**src/rtl/serial_tx_arbiter.sv**
```systemverilog
// Two-port word arbiter in front of a serial transmitter: bounded-burst fairness,
// one send per transmitter busy window, and a watchdog for a transmitter that never goes busy.
module serial_tx_arbiter #(
    parameter int unsigned MAX_BURST = 16,
    parameter int unsigned WD_CYCLES = 4
) (
    input  logic        clock,
    input  logic        extReset,
    input  logic        req0_send,
    input  logic [31:0] req0_data,
    input  logic [3:0]  req0_valid,
    output logic        req0_ack,
    input  logic        req1_send,
    input  logic [31:0] req1_data,
    input  logic [3:0]  req1_valid,
    output logic        req1_ack,
    output logic        tx_send,
    output logic [31:0] tx_data,
    output logic [3:0]  tx_valid,
    input  logic        tx_busy,
    output logic        owner,
    output logic        arb_idle,
    output logic        wd_error
);
    localparam int unsigned WD_W = (WD_CYCLES > 1) ? $clog2(WD_CYCLES) : 1;

    typedef enum logic [1:0] {IDLE, ISSUE, WAIT_BUSY, WAIT_DONE} state_t;

    state_t          state_q, state_d;
    logic            owner_q, owner_d;
    logic [7:0]      burst_q, burst_d;
    logic [31:0]     data_q, data_d;
    logic [3:0]      valid_q, valid_d;
    logic            wd_err_q, wd_err_d;
    logic [WD_W-1:0] wd_q, wd_d;
    logic            keep;
    logic            win;

    always_ff @(posedge clock or posedge extReset) begin
        if (extReset) begin
            state_q  <= IDLE;
            owner_q  <= 1'b1;
            burst_q  <= '0;
            data_q   <= '0;
            valid_q  <= '0;
            wd_err_q <= 1'b0;
            wd_q     <= '0;
        end else begin
            state_q  <= state_d;
            owner_q  <= owner_d;
            burst_q  <= burst_d;
            data_q   <= data_d;
            valid_q  <= valid_d;
            wd_err_q <= wd_err_d;
            wd_q     <= wd_d;
        end
    end

    always_comb begin
        state_d  = state_q;
        owner_d  = owner_q;
        burst_d  = burst_q;
        data_d   = data_q;
        valid_d  = valid_q;
        wd_err_d = wd_err_q;
        wd_d     = wd_q;

        // burst_q==0 means no prior owner, so a tie flips the reset owner (1) to port 0
        keep = (burst_q != '0) && (burst_q < 8'(MAX_BURST));
        if (req0_send && req1_send) win = keep ? owner_q : ~owner_q;
        else                        win = req1_send;

        unique case (state_q)
            IDLE: begin
                if (!tx_busy && (req0_send || req1_send)) begin
                    state_d = ISSUE;
                    owner_d = win;
                    data_d  = win ? req1_data  : req0_data;
                    valid_d = win ? req1_valid : req0_valid;
                    if (win != owner_q || !(win ? req0_send : req1_send))
                        burst_d = 8'd1;
                    else if (burst_q < 8'(MAX_BURST))
                        burst_d = burst_q + 8'd1;
                end
            end
            ISSUE: begin
                state_d = WAIT_BUSY;
                wd_d    = '0;
            end
            WAIT_BUSY: begin
                // Watchdog counts WAIT_BUSY cycles only; the ISSUE cycle never sees busy
                if (tx_busy) begin
                    state_d = WAIT_DONE;
                end else if (wd_q == WD_W'(WD_CYCLES - 1)) begin
                    wd_err_d = 1'b1;
                    state_d  = IDLE;
                end else begin
                    wd_d = wd_q + WD_W'(1);
                end
            end
            WAIT_DONE: begin
                if (!tx_busy) state_d = IDLE;
            end
            default: state_d = IDLE;
        endcase
    end

    assign tx_send  = (state_q == ISSUE);
    assign req0_ack = tx_send && !owner_q;
    assign req1_ack = tx_send &&  owner_q;
    assign tx_data  = data_q;
    assign tx_valid = valid_q;
    assign owner    = owner_q;
    assign arb_idle = (state_q == IDLE);
    assign wd_error = wd_err_q;

endmodule

```
**config.mk**
```make
export PLATFORM = sky130hd
export DESIGN_NAME = serial_tx_arbiter
export DESIGN_NICKNAME = d
export VERILOG_FILES = /design/src/rtl/serial_tx_arbiter.sv
export SDC_FILE = /design/constraint.sdc
export NUM_CORES = 1
export LEC_CHECK = 0
export BUFFER_PORTS_ARGS = -buffer_cell sky130_fd_sc_hd__buf_4
export CORE_MARGIN = 10
export CORE_UTILIZATION = 52
export DETAILED_ROUTE_END_ITERATION = 12
export HOLD_SLACK_MARGIN = 0.05
export PLACE_DENSITY = 0.85
export SLEW_MARGIN = 15
export SYNTH_ARGS = -nofsm -noshare
export SYNTH_HDL_FRONTEND = slang
export SYNTH_SLANG_ARGS = --single-unit
export TNS_END_PERCENT = 5
```
**constraint.sdc**
```tcl
create_clock -name clock -period 6.2 [get_ports clock]
set_input_delay 0.93 -clock clock [delete_from_list [all_inputs] [get_ports clock]]
set_output_delay 0.93 -clock clock [all_outputs]
set_load 0.1 [all_outputs]
```
Word level (Yosys, flattened, before mapping)
Cells that the tools add are included.
Word-level totals
  flip-flop bits (word level): 50
  bits of input ports: 77
  output and inout port bits: 42
  logic and storage cells: 56
Cells by class
  add/subtract/negate cells: 2
  magnitude comparators: 1
  equality and inequality tests: 10
  mux-type cells: 15
  bitwise logic cells: 2
  reduce and logical (&&, ||, !) cells: 19
Operators by type and width (number)
  32-bit two-way mux: 1
  8-bit two-way mux: 2
  2-bit two-way mux: 6
  3-bit AND reduction: 4
  8-bit by 1-bit adder with 8-bit output, second input constant: 1
  8-bit by 5-bit less-than comparator with 1-bit output, second input constant: 1
  2-bit case mux with 4 select lines: 1
  8-bit nonzero test: 1
  2-bit == test, second input constant: 3
  2-bit inequality test, second input constant: 3
  1-bit logical AND: 5
  4-bit two-way mux: 1
  2-bit case mux with 2 select lines: 1
  2-bit nonzero test: 2
  1-bit logical NOT: 3
  1-bit two-way mux: 3
  3-bit inequality test, second input constant: 1
  2-bit by 1-bit adder with 2-bit output, second input constant: 1
  2-bit by 1-bit == test with 1-bit output, second input constant: 1
  2-bit logical NOT: 1
  1-bit logical OR: 2
  2-bit by 1-bit inequality test with 1-bit output, second input constant: 1
  1-bit inverter: 2
  2-bit AND reduction: 1
  1-bit inequality test: 1

Depth between registers and ports, before layout
  depth in word-level cells: 9
  gate-level depth with buffers: 8
  mapped depth without buffers: 6

Worst setup path before layout
No wires, ideal clock.
  kind: reg2out
  from: reg state_q[1]
  to: out req0_ack
  data arrival time: 2730 ps
  setup slack: 2540 ps
  stages on the path, launching flop included: 4
  buffers on the path: 0
  cells stage by stage: dfrtp_1 -> inv_1 -> ha_1 -> nor2b_1
On the way
  cells in the longest elaborated chain, start to end: 2
Ends and longest elaborated chain
  start, declared: RTL line 29  | state_t state_q, state_d;
  start signal, assigned: RTL line 49  | state_q <= state_d;
  2-bit by 1-bit == test with 1-bit output: RTL line 108  | assign tx_send = (state_q == ISSUE);
  net tx_send: RTL line 17  | output logic tx_send,
  1-bit logical AND: RTL line 109  | assign req0_ack = tx_send && !owner_q;
  end, declared: RTL line 12  | output logic req0_ack,
The timed path passes the listed nets, and every way through them passes these cells.

Final worst setup path
  from: reg burst_q[0]
  to: reg data_q[19], in the netlist tx_data[19]
On the way
  cells in the longest elaborated chain, start to end: 5
  elaborated cells on any way between the ends: 6
  classes of those cells: order compare: 1; mux: 3; reduce/logical: 2
Ends and longest elaborated chain
  start, declared: RTL line 31  | logic [7:0] burst_q, burst_d;
  start signal, assigned: RTL line 51  | burst_q <= burst_d;
  8-bit by 5-bit less-than comparator with 1-bit output / 8-bit nonzero test (equally long branches): RTL line 69  | keep = (burst_q != '0) && (burst_q < 8'(MAX_BURST));
  1-bit logical AND (*): RTL line 69
  1-bit two-way mux (*) (2 in series): RTL line 70  | if (req0_send && req1_send) win = keep ? owner_q : ~owner_q;
  32-bit two-way mux (*): RTL line 78  | data_d = win ? req1_data : req0_data;
  end signal, assigned: RTL line 52  | data_q <= data_d;
  end, declared: RTL line 32  | logic [31:0] data_q, data_d;
Mark *: on every way between the ends. The rest lies on a longest branch, timed or not.
A chain may end at the register's enable or synchronous reset.

==> metrics.csv <==
stage,metric,value,unit
outcome,outcome,finished clean,
clocking,postCtsHoldBufs,0,
finish,nFillCells,462,
timing,holdWs,0.482,ns
grt,grt_pass1_vias,2745,
route,ant_nets,0,
setup_path,crit_arrival,2.90,ns
flow_run,maxCapViolCount,0,
setup_path,path_buf_inv,2,
synth,synth_fp_nets,382,
floorplanning,die-area,0.00901,mm^2
clocking,cts_max_level,2,
finish,layout.nets,480,
synth,synthFlopType,dfrtp_1,
placed_design,place.gp.congestion,0.818,
worst_hold_path,hold_class,reg -> reg,
finish,syn2layout_area_growth,28.6,%
setup_path,crit_path_end_kind,flip-flop,
route,vias,2820,
floorplanning,rows,27,
clocking,cts_made_buffers,5,
timing,setup_viol,0,
route,drt_wl_total,8840,um
setup_path,critPathMaxFanout,22,
timing,min_period_over_period,43.2,%
synth,netlist_instances,298,
synth,ys_warn_count,0,
setup_path,cpPeakStageDelay,0.64,ns
timing,max_slew_margin,42.3,%
finish,antenna_cells,0,
synth,synth_area,0.00292,mm^2
route,drt-vias-per-instance,6.01,
clocking,root_buffer,clkbuf_8,
grt,antenna_found_initial,0,
route,drtIter0Drc,187,
timing,fin_worst_skew,0.00718,ns
clocking,clkSlewWorstSetupHoldPaths,0.09,ns
grt,grt_use_total,19.1,%
setup_path,critPathTopFamily,simple AND/OR/NAND/NOR gates,
synth,yosysSeqAreaShare,42.9,%
clocking,clockBufferDepth,2,
clocking,clock_latency,0.31,ns
clocking,cts-resized-gates,0,
timing,rsz0062_at_grt,no,
floorplanning,pin_count,119,
synth,avgSynthCellArea,9.79,um^2
setup_path,crit_slowest_cell,nor3b_1,
clocking,cts_tree,built,
finish,final_common_cell,buf_4,
finish,final_cell_mix,"123 x buf_4, 49 x dfrtp_1, 45 x nor2_1, 40 x a31oi_1",
grt,grt_max_degree,77,
synth,ys_ff_latch,50,
floorplanning,die_y,94.9,um
grt,grt_pass1_wl,13900,um
timing,min_period,2.68,ns
setup_path,worstSetupPathType,reg -> reg,
placed_design,port_buffers,118,
floorplanning,start_util,53.3,%
finish,drive_gt1_share,35.0,%
setup_path,crit_chain,inv_1 -> ha_1 -> nor3b_1 -> or4b_1 -> buf_4 -> nand4_1 -> a31oi_1,
setup_path,worstPathRequired,6.42,ns
synth,synthArstFlopShare,100,%
route,drt-pass1-iter-count,5,
synth,ys_types,40,
synth,synth_edf_count,0,
timing,tightest_slew,0.865,ns
clocking,cts.sinks,50,
floorplanning,die_w,94.9,um
route,avgRoutedWirePerCell,18.9,um
route,route.detailed.drc,0,
clocking,postCtsSetupBuffers,0,
timing,finalHoldViolCount,0,
setup_path,cp-start-kind,flip-flop,
timing,fmax,0.373,GHz
placed_design,hpwl,6410,um
floorplanning,core-area,0.00547,mm^2
timing,drv_slew,0,
grt,grt.overflow.total,0,
timing,setup-tns-final,0,ns
==> state kept, by name (all words and copies together), names as in the netlist <==
name	cells
burst_q	8
owner	1
state_q	2
tx_data	32
tx_valid	4
wd_error	1
wd_q	2
==> cell usage after synthesis (4+ instances only) <==
cell / instances / area [um^2]
dfrtp_1: 49 / 1230
nor2_1: 46 / 173
a31oi_1: 40 / 250
nand4_1: 36 / 225
o31ai_1: 36 / 270
clkbuf_8: 11 / 151
buf_6: 8 / 90.1
nand2_1: 8 / 30.0
ha_1: 7 / 87.6
inv_1: 7 / 26.3
a21oi_1: 4 / 20.0
o21ai_0: 4 / 20.0
==> final timing paths <==
kind / slack, ns / end / start / cells after the start
min in group asynchronous: 0.77 / tx_data[14]$_DFFE_PP0P_ / extReset / 2
min: 0.48 / wd_error$_DFFE_PP0P_ / wd_error$_DFFE_PP0P_ / 1
min reg2reg: 0.48 / wd_error$_DFFE_PP0P_ / wd_error$_DFFE_PP0P_ / 1
max in group asynchronous: 4.91 / burst_q[0]$_DFFE_PP0P_ / extReset / 2
max reg2reg: 3.52 / tx_data[19]$_DFFE_PP0P_ / burst_q[0]$_DFFE_PP0P_ / 7
max: 3.52 / tx_data[19]$_DFFE_PP0P_ / burst_q[0]$_DFFE_PP0P_ / 7
==> metrics by stage <==
step	instances	instance area, um^2	setup WS [ns]	utilization [%]
3_5_place_dp	461	3610	3.55	66.0
3_3_place_gp	461	3610	3.61	66.0
2_1_floorplan	298	2920	2.54	-
6_report	469	3750	3.52	68.6
4_1_cts	469	3750	3.52	68.6
5_1_grt	469	3750	3.30	68.6
==> cells by family after synthesis <==
group                    synth area share (%)
AO/OA/AOI/OAI                            21.8
flip-flops                               42.9
adder cells (fa/ha/maj)                  3.00
XOR/XNOR                                0.901
AND/OR/NAND/NOR                          19.1
buffers and inverters                    12.3
==> per-layer routing <==
metal	track usage, %	vias up	routed length (um)
met4	5.49	0	96
li1	-	1333	-
met1	24.6	1320	3450
met5	0	-	0
met2	28.9	159	4050
met3	8.01	8	1250
==> cell type report <==
type                       count  area (um^2)  area share (%)
clock inverter                 2         60.1            1.60
sequential                    50         1250            33.4
tap                           72         90.1            2.40
multi-input combinational    208         1310            35.0
inverter                       8         31.3           0.833
timing repair buffer         123          923            24.6
clock buffer                   6         82.6            2.20
Power is not shown: default switching activity piles up to over one toggle a cycle in this logic, so the estimate is an artifact.
